**src/rtl/debounce_multi.sv**
```systemverilog
// Multi-channel debouncer: per-channel synchroniser and stability counter,
// paced by one shared prescaler tick, with registered edge pulses.
module debounce_multi #(
  parameter int N_CH        = 4,
  parameter int SYNC_STAGES = 2,
  parameter int CNT_W       = 10,
  parameter int PRESCALE_W  = 4
) (
  input  logic             i_clk,
  input  logic             i_rst_n,
  input  logic             i_en,
  input  logic [CNT_W-1:0] i_thresh,
  input  logic [N_CH-1:0]  i_din,
  output logic [N_CH-1:0]  o_dout,
  output logic [N_CH-1:0]  o_onhigh,
  output logic [N_CH-1:0]  o_onlow,
  output logic             o_any
);

  logic [N_CH-1:0]       sync_q [SYNC_STAGES];
  logic [N_CH-1:0]       sync_s;
  logic [PRESCALE_W-1:0] pre_q, pre_d;
  logic                  tick;
  logic [CNT_W-1:0]      cntr_q [N_CH];
  logic [CNT_W-1:0]      cntr_d [N_CH];
  logic [N_CH-1:0]       dout_q, dout_d;
  logic [N_CH-1:0]       onhigh_q, onhigh_d;
  logic [N_CH-1:0]       onlow_q, onlow_d;

  always_ff @(posedge i_clk or negedge i_rst_n) begin
    if (!i_rst_n) begin
      for (int k = 0; k < SYNC_STAGES; k++) sync_q[k] <= '0;
    end else begin
      sync_q[0] <= i_din;
      for (int k = 1; k < SYNC_STAGES; k++) sync_q[k] <= sync_q[k-1];
    end
  end

  assign sync_s = sync_q[SYNC_STAGES-1];

  // One tick per full prescaler revolution; a frozen enable stalls every channel.
  assign pre_d = i_en ? pre_q + PRESCALE_W'(1) : pre_q;
  assign tick  = i_en & (&pre_q);

  always_comb begin
    dout_d   = dout_q;
    onhigh_d = '0;
    onlow_d  = '0;
    cntr_d   = cntr_q;
    for (int i = 0; i < N_CH; i++) begin
      if (sync_s[i] == dout_q[i]) begin
        cntr_d[i] = '0;
      end else if (tick) begin
        // >= lets a lowered threshold commit on the very next tick.
        if (cntr_q[i] >= i_thresh) begin
          dout_d[i]   = sync_s[i];
          cntr_d[i]   = '0;
          onhigh_d[i] = sync_s[i];
          onlow_d[i]  = ~sync_s[i];
        end else begin
          cntr_d[i] = cntr_q[i] + CNT_W'(1);
        end
      end
    end
  end

  always_ff @(posedge i_clk or negedge i_rst_n) begin
    if (!i_rst_n) begin
      pre_q    <= '0;
      dout_q   <= '0;
      onhigh_q <= '0;
      onlow_q  <= '0;
      for (int i = 0; i < N_CH; i++) cntr_q[i] <= '0;
    end else begin
      pre_q    <= pre_d;
      dout_q   <= dout_d;
      onhigh_q <= onhigh_d;
      onlow_q  <= onlow_d;
      for (int i = 0; i < N_CH; i++) cntr_q[i] <= cntr_d[i];
    end
  end

  assign o_dout   = dout_q;
  assign o_onhigh = onhigh_q;
  assign o_onlow  = onlow_q;
  assign o_any    = |{onhigh_q, onlow_q};

endmodule
```
**config.mk**
```make
export PLATFORM = sky130hd
export DESIGN_NAME = debounce_multi
export DESIGN_NICKNAME = d
export VERILOG_FILES = /design/src/rtl/debounce_multi.sv
export SDC_FILE = /design/constraint.sdc
export NUM_CORES = 1
export LEC_CHECK = 0
export ABC_AREA = 1
export CAP_MARGIN = 20
export CORE_ASPECT_RATIO = 1.4
export CORE_MARGIN = 5
export CORE_UTILIZATION = 35
export CTS_BUF_LIST = sky130_fd_sc_hd__clkbuf_4
export DETAILED_ROUTE_END_ITERATION = 8
export PLACE_DENSITY = 0.55
export SYNTH_ARGS = -nofsm -noshare
export SYNTH_HDL_FRONTEND = slang
export SYNTH_SLANG_ARGS = --single-unit
```
**constraint.sdc**
```tcl
create_clock -name i_clk -period 2.95 [get_ports i_clk]
set_clock_uncertainty 0.15 [all_clocks]
set_input_delay 0.295 -clock i_clk [delete_from_list [all_inputs] [get_ports i_clk]]
set_output_delay 0.295 -clock i_clk [all_outputs]
set_load 0.02 [all_outputs]
```
# --- Yosys cells after proc, flatten, opt, wreduce, memory -nomap -nowiden ---
# Cells that the tools add are included.
classes:
  n_addsub: 5
  n_lt_le_gt_ge: 4
  n_eq_ne: 4
  n_mux: 36
  n_bitwise: 9
  n_reduce_logical: 10
op_table:
  columns: ["operator", "count"]
  rows:
  - ["2-to-1 mux 10 bit", 12]
  - ["adder 10 x 1 -> 10 bit, second input constant", 4]
  - ["greater-or-equal comparator 10 bit", 4]
  - ["2-to-1 mux 1 bit", 24]
  - ["AND reduction 3 bit", 4]
  - ["NOT 1 bit", 8]
  - ["nonzero test 2 bit", 4]
  - ["OR reduction 8 bit", 1]
  - ["adder 4 x 1 -> 4 bit, second input constant", 1]
  - ["equality test 1 bit", 4]
  - ["AND reduction 4 bit", 1]
  - ["bitwise AND 1 bit", 1]
word_totals:
  ff_bits: 64
  in_bits: 17
  out_inout_bits: 13
  word_cells: 81

# --- Depth between registers and ports, before layout ---
# Gate-level depths: netlist (run 1).
depth:
  ltp_word: 4
  ltp_mapped: 11
  ltp_nobuf: 11

# --- Least setup slack after synthesis (run 1) ---
# Ideal clock, no wire load.
synth_timing:
  path_kind: "reg2reg"
  startpoint: "register cntr_q[5] (netlist name)"
  endpoint: "register cntr_q[0] (netlist name)"
  setup_ps: 66
  arrival_ps: 1430
  t_required_ps: 2734
  slack_ps: 1305
  path_stages_with_launch: 11
  path_buffers: 0
  period_less_slack_ps: 1645
  cell_sequence: "dfrtp_1 ha_1 nand2_1 inv_1 nand2_1 nand2_1 nand2_1 inv_1 nor2_2 nand3_1 nand2_1"
synth_between:
  elab_chain_cells: 4
synth_rtl:
  columns: ["element", "line", "rtl"]
  rows:
  - ["start: declaration", "24", "logic [CNT_W-1:0] cntr_q [N_CH];"]
  - ["greater-or-equal comparator 10 bit", "55", "if (cntr_q[i] >= i_thresh) begin"]
  - ["2-to-1 mux 10 bit", "55", null]
  - ["2-to-1 mux 10 bit", "53", "end else if (tick) begin"]
  - ["2-to-1 mux 10 bit", "51", "if (sync_s[i] == dout_q[i]) begin"]
# No other way between the ends. The select of a mux whose other input is x is not followed.
# A chain may end at the register's enable or synchronous reset.

# --- Final worst setup path (run 1) ---
layout_timing:
  startpoint: "register onhigh_q[1], in the netlist o_onhigh[1]"
  endpoint: "output port o_any"
layout_between:
  elab_chain_cells: 1
layout_rtl:
  columns: ["element", "line", "rtl"]
  rows:
  - ["start: declaration", "27", "logic [N_CH-1:0] onhigh_q, onhigh_d;"]
  - ["start signal: assignment", "77", "onhigh_q <= onhigh_d;"]
  - ["OR reduction 8 bit", "86", "assign o_any = |{onhigh_q, onlow_q};"]
  - ["end: declaration", "17", "output logic o_any"]
# No other way between the ends.

==> results of run 1 <==
## per-stage QoR
| stage | utilization [%] | cell area (sq um) | setup WS [ns] |
|---|---|---|---|
| floorplan | - | 4130 | 1.30 |
| CTS | 40.7 | 4760 | 0.742 |
| global placement | 39.3 | 4600 | 0.607 |
| global route | 40.7 | 4760 | 0.645 |
| finish | 40.7 | 4760 | 0.790 |
| detailed placement | 39.3 | 4600 | 0.547 |
## sequential cells by signal, indices dropped and copies added, names as in the netlist
register,count
pre_q,4
o_onlow,4
o_onhigh,4
cntr_q,40
o_dout,4
sync_s,4
sync_q,4
## worst max-delay path by stage
| stage | slack, ns | end | depth (start not counted) |
|---|---|---|---|
| 2_1_floorplan | 1.30 | cntr_q[0] | 10 |
| 3_3_place_gp | 0.61 | cntr_q[8] | 9 |
| 3_5_place_dp | 0.55 | cntr_q[1] | 11 |
| 4_1_cts | 0.74 | o_any | 3 |
| 5_1_grt | 0.65 | o_any | 3 |
| 6_report | 0.79 | o_any | 3 |
## what timing repair did
item                      in CTS  in global routing
hold endpoints to repair      64                  0
resized for setup              0                  0
hold buffers                   1                  0
## routing by layer
metal	up-vias	global-route usage (%)	routed length (microns)
met5	-	0	0
met1	1548	16.0	3760
met3	17	2.62	230
met2	35	25.8	4980
li1	1723	-	-
met4	0	5.39	212
## worst max-delay path: cells and delay by family (launching register included)
| kind | cells | cell delay, ns |
|---|---|---|
| buf+inv | 1 | 0.54 |
| flops | 1 | 0.41 |
| simple gates | 2 | 0.35 |
## kinds of logic after synthesis
kind of cell	after synthesis
and+or+nand+nor	296
buffers and inverters	74
DFF	64
adders and majority gates	45
xor gates and xnor gates	36
AOI/OAI and AO/OA	13
muxes	1
## placed cells by master, fill, tap and decap left out, types with 2 or more instances in the layout
| master | Yosys | final |
|---|---|---|
| nor4_1 | 2 | 2 |
| inv_1 | 70 | 70 |
| nor2_1 | 32 | 32 |
| nor2_8 | 3 | 3 |
| nand2_1 | 208 | 208 |
| a21oi_1 | 8 | 8 |
| xor2_1 | 20 | 20 |
| nor2_2 | 9 | 9 |
| nand4_1 | 4 | 4 |
| nand3_2 | 3 | 3 |
| clkinv_2 | 0 | 3 |
| xnor2_1 | 16 | 16 |
| ha_1 | 45 | 45 |
| clkbuf_4 | 0 | 9 |
| clkdlybuf4s50_1 | 0 | 28 |
| bufinv_16 | 0 | 2 |
| inv_2 | 3 | 3 |
| nand3_1 | 33 | 33 |
| a21o_1 | 4 | 4 |
| dfrtp_1 | 64 | 64 |
## final cells by class
type	count	area (sq um)	share of cell area, %
antenna	1	2.50	0.0526
clock buffer	9	67.6	1.42
clock inverter	6	83.8	1.76
inverter	73	274	5.76
multi-input combinational	391	2240	47.1
sequential	64	1600	33.6
tap	147	184	3.86
timing repair buffer	31	303	6.36
## power by group
group          switching, W  leakage, nW  internal [W]
Sequential        0.0000423        0.867      0.000919
Combinational      0.000145         1.78     0.0000940
Clock              0.000343       0.0859      0.000338
Total              0.000530         2.73       0.00135
==> impl_metrics.env, run 1 <==
export IMPL_cts_sinks=64
export IMPL_max_stage_delay_ns=0.54
export IMPL_status="complete, no violations"
export IMPL_drv_slew=0
export IMPL_end_kind="output port"
export IMPL_critPathKind="register to output port"
export IMPL_core_sq_um=11700
export IMPL_die_area_sq_um=14100
export IMPL_min_delay_path_class="primary input to register"
export IMPL_r2r_setup_slack_ns=0.95
export IMPL_synthAdderAreaFrac_pct=13.6
export IMPL_yosysTopAreaCellShare_pct=38.8
export IMPL_yosysSeqAreaShare_pct=38.8
export IMPL_hold_path_end="sync_q[7]"
export IMPL_routed_wl_microns=9180
export IMPL_htreeDepth=3
export IMPL_grt_overflow=0
export IMPL_holdPathStages=1
export IMPL_r2r_end="cntr_q[1]"
export IMPL_yosys_top_cells_count="nand2_1, inv_1, dfrtp_1"
export IMPL_path_max_fanout=2
export IMPL_reg2reg_from="cntr_q[5]"
export IMPL_nets=632
export IMPL_ys_types=21
export IMPL_setup_worst_path_start_class="register"
export IMPL_worstSetupStartpoint="o_onhigh[1]"
export IMPL_grt_pass1_wl_microns=15800
export IMPL_cts_buffers=9
export IMPL_drive_gt1_share_pct=6.45
export IMPL_ys_warnings_count=0
export IMPL_path_clk_slew_ns=0.12
export IMPL_syn_nets=591
export IMPL_initial_core_util_pct=35.3
export IMPL_final_setup_tns_ns=0
export IMPL_arrival_ns=1.71
export IMPL_hold_violations=0
export IMPL_synth_compound_area_share_pct=1.88
export IMPL_cp_cell_sequence="nor4_1, nand2_1, clkdlybuf4s50_1"
export IMPL_irDropWorstVdd_uv=202
export IMPL_yosysMostFrequentCell="nand2_1"
export IMPL_postSynthCellCount=529
export IMPL_worstPathRequired_ns=2.51
export IMPL_synth_xor_area_share_pct=7.64
export IMPL_dr_pass1_iters=4
export IMPL_wire_per_inst_microns=12.7
export IMPL_min_period_over_period_pct=73.2
export IMPL_antenna_left=0
export IMPL_worstMarginPinSlew_ns=0.845
export IMPL_place_congestion=0.779
export IMPL_setup_viol=0
export IMPL_synth_edf_count=0
export IMPL_async_flop_share_pct=100
export IMPL_drc_errors=0
export IMPL_hold_start="i_din[3]"
export IMPL_synth_area_sq_um=4130
export IMPL_cts_max_path_buffers=2
export IMPL_postCtsSetupRepairBufs=0
export IMPL_routed_via_density=4.60
export IMPL_total_power_w=0.00188
export IMPL_synth_area_leaders="dfrtp_1, nand2_1, ha_1"
export IMPL_slew_headroom_pct=43.7
export IMPL_r2r_worst_path_cells=10
export IMPL_nFillCells=1207
export IMPL_insertion_delay_ns=0.42
export IMPL_ys_flop_type="dfrtp_1"
export IMPL_cts_tree="built"
export IMPL_synth_avg_cell_area_sq_um=7.80
export IMPL_rsz0062_at_grt="false"
export IMPL_power_per_cell_area_nw_per_um2=395
export IMPL_die_h_microns=138
export IMPL_fin_cells=722
export IMPL_io_pins=30
export IMPL_grtUsageTotal_pct=14.2
export IMPL_yosys_area_top_type="dfrtp_1"
export IMPL_yosys_area_share_simple_pct=30.9
export IMPL_grt_pass1_vias=3352
export IMPL_drt_iter0_drc=123
export IMPL_ys_seq_elements=64
export IMPL_row_count=47
export IMPL_synth_mux_area_share_pct=0.273
export IMPL_syn_to_final_growth_pct=15.3
export IMPL_dp_hpwl_microns=6970
export IMPL_cts_root_buf="clkbuf_4"
export IMPL_antenna_found_initial=1
export IMPL_grt_start_max_net_pins=65
export IMPL_holdWs_ns=0.154
export IMPL_die_width_microns=102
export IMPL_synth_top_family_by_area="simple AND/OR/NAND/NOR gates"
export IMPL_vias=3323
export IMPL_leakage_nw=2.73
export IMPL_placed_cells=705
export IMPL_portBuffers=29
export IMPL_fmax_mhz=463
export IMPL_slowest_stage="clkdlybuf4s50_1"
export IMPL_drv_cap=0
export IMPL_layout_min_cycle_time_ns=2.16
No activity file was read; power rests on OpenSTA's default activity.
==> run 2: changes to the inputs <==
- PLACE_DENSITY: 0.55 -> 0.57
- clock period: 2.95 -> 1.94 ns (I/O delays scaled with it)
==> impl_metrics.env, run 2 (synthesized netlist as in run 1, its figures left out) <==
export IMPL_critPathTopFamily="buffers and inverters"
export IMPL_layout_min_cycle_time_ns=1.84
export IMPL_portBuffers=29
export IMPL_nets=649
export IMPL_setup_viol=0
export IMPL_insertion_delay_ns=0.42
export IMPL_place_congestion=0.822
export IMPL_drv_cap=0
export IMPL_arrival_ns=1.49
export IMPL_holdWs_ns=0.0595
export IMPL_die_width_microns=102
export IMPL_drive_gt1_share_pct=9.80
export IMPL_irDropWorstVdd_uv=296
export IMPL_syn_to_final_growth_pct=20.2
export IMPL_grt_start_max_net_pins=65
export IMPL_multiInputGateArea_sq_um=2280
export IMPL_cts_root_buf="clkbuf_4"
export IMPL_worstMarginPinSlew_ns=0.430
export IMPL_grt_overflow=0
export IMPL_cts_buffers=9
export IMPL_grt_pass1_wl_microns=15700
export IMPL_leakage_nw=2.83
export IMPL_critPathKind="register to output port"
export IMPL_slowest_stage="clkdlybuf4s50_1"
export IMPL_min_period_over_period_pct=94.6
export IMPL_htreeDepth=3
export IMPL_core_sq_um=11700
export IMPL_routed_wl_microns=9390
export IMPL_worst_slack_ns=0.104
export IMPL_fmax_mhz=545
export IMPL_path_max_fanout=3
export IMPL_r2r_setup_slack_ns=0.15
export IMPL_io_pins=30
export IMPL_initial_core_util_pct=35.3
export IMPL_die_h_microns=138
export IMPL_slew_headroom_pct=71.3
export IMPL_final_common_cell="nand2_1"
export IMPL_cts_sinks=64
export IMPL_max_stage_delay_ns=0.63
export IMPL_min_delay_path_class="primary input to register"
export IMPL_antenna_left=0
export IMPL_path_clk_slew_ns=0.13
export IMPL_setup_worst_path_start_class="register"
export IMPL_cp_cell_sequence="clkdlybuf4s50_1"
export IMPL_design_area_sq_um=4960
export IMPL_seqCellArea_sq_um=1600
export IMPL_routed_via_density=4.63
export IMPL_dr_pass1_iters=4
export IMPL_die_area_sq_um=14100
export IMPL_row_count=47
export IMPL_power_per_cell_area_nw_per_um2=596
export IMPL_hold_violations=0
export IMPL_mostFrequentLayoutCells="nand2_1, inv_1, dfrtp_1, ha_1, nand3_1"
export IMPL_placed_area_sq_um=4730
export IMPL_nFillCells=1185
export IMPL_drv_slew=0
export IMPL_vias=3426
export IMPL_wire_per_inst_microns=12.7
export IMPL_worstPathRequired_ns=1.60
export IMPL_dp_hpwl_microns=6950
export IMPL_cts_tree="built"
export IMPL_drt_iter0_drc=96
export IMPL_cts_max_path_buffers=2
export IMPL_crit_buf_inv=1
export IMPL_status="complete, no violations"
export IMPL_largest_reg_flops=40
export IMPL_largest_register="cntr_q"
export IMPL_grtUsageTotal_pct=14.2
export IMPL_preCtsSetupSlack_ns=-0.284
export IMPL_drc_errors=0
export IMPL_end_kind="output port"
export IMPL_post_route_util_pct=42.4
export IMPL_grt_pass1_vias=3342
export IMPL_antenna_found_initial=1
run 2: cell types whose count changed in the layout (fill, tap and decap cells not counted), moves of 2 or more:
| cell | before | now |
|---|---|---|
| inv_6 | 1 | 3 |
| buf_4 | 1 | 13 |
| dlygate4sd3_1 | 1 | 3 |
| buf_12 | 0 | 2 |
| nor2_1 | 32 | 30 |
| nor4_1 | 2 | 0 |
| clkinv_2 | 3 | 0 |
| nor4_2 | 0 | 2 |
| nor2_2 | 9 | 11 |
run 2: layout make-up:
cell class                      count  share of cell area (%)
Multi-Input combinational cell    392                    46.0
Inverter                           73                    5.52
Antenna cell                        1                  0.0505
Clock buffer                        9                    1.36
Tap cell                          147                    3.71
Sequential cell                    64                    32.3
Clock inverter                      7                    2.07
Timing Repair Buffer               47                    9.03
run 2: where the power goes:
part | total [W] | switching [W] | internal [W] | leakage [nW]
Sequential | 0.00146 | 0.0000607 | 0.00140 | 0.867
Combinational | 0.000402 | 0.000231 | 0.000171 | 1.87
Clock | 0.00110 | 0.000559 | 0.000537 | 0.0875
Total | 0.00296 | 0.000851 | 0.00211 | 2.83
run 2: path summary, 6_finish.rpt:
kind,start,end,depth (start not counted)
max in group asynchronous,i_rst_n,cntr_q[12],3
worst min-delay path,i_din[3],sync_q[7],1
min in group asynchronous,i_rst_n,cntr_q[4],3
worst max register to register,cntr_q[39],cntr_q[39],7
worst max-delay path,o_dout[2],o_dout[2],1
worst min register to register,sync_q[5],sync_s[1],0
run 2: stage by stage:
step | setup TNS, ns | total power [W] | std cells
after detailed placement | -10.09 | 0.00189 | 719
after global routing | -0.00158 | 0.00314 | 740
after CTS | 0 | 0.00300 | 736
after floorplan | 0 | 0.00171 | 529
after global placement | -9.27 | 0.00187 | 719
final | 0 | 0.00296 | 740
run 2: timing repair:
action                                  4_1_cts  5_1_grt
endpoints found under the setup margin        1       12
hold endpoints to repair                     64        2
pin swaps                                     0        2
hold buffers                                  1        2
cloned                                        0        1
resized for setup                             1        7
buffers inserted                              0        0
run 2: layer usage:
| layer | vias to the layer above | share of wire (%) | track usage (%) | wire [microns] |
|---|---|---|---|---|
| met5 | - | 0 | 0 | 0 |
| met2 | 40 | 54 | 24.9 | 5050 |
| met3 | 15 | 3.1 | 2.17 | 292 |
| met4 | 0 | 2.8 | 7.28 | 267 |
| met1 | 1606 | 40 | 16.4 | 3780 |
| li1 | 1765 | - | - | - |
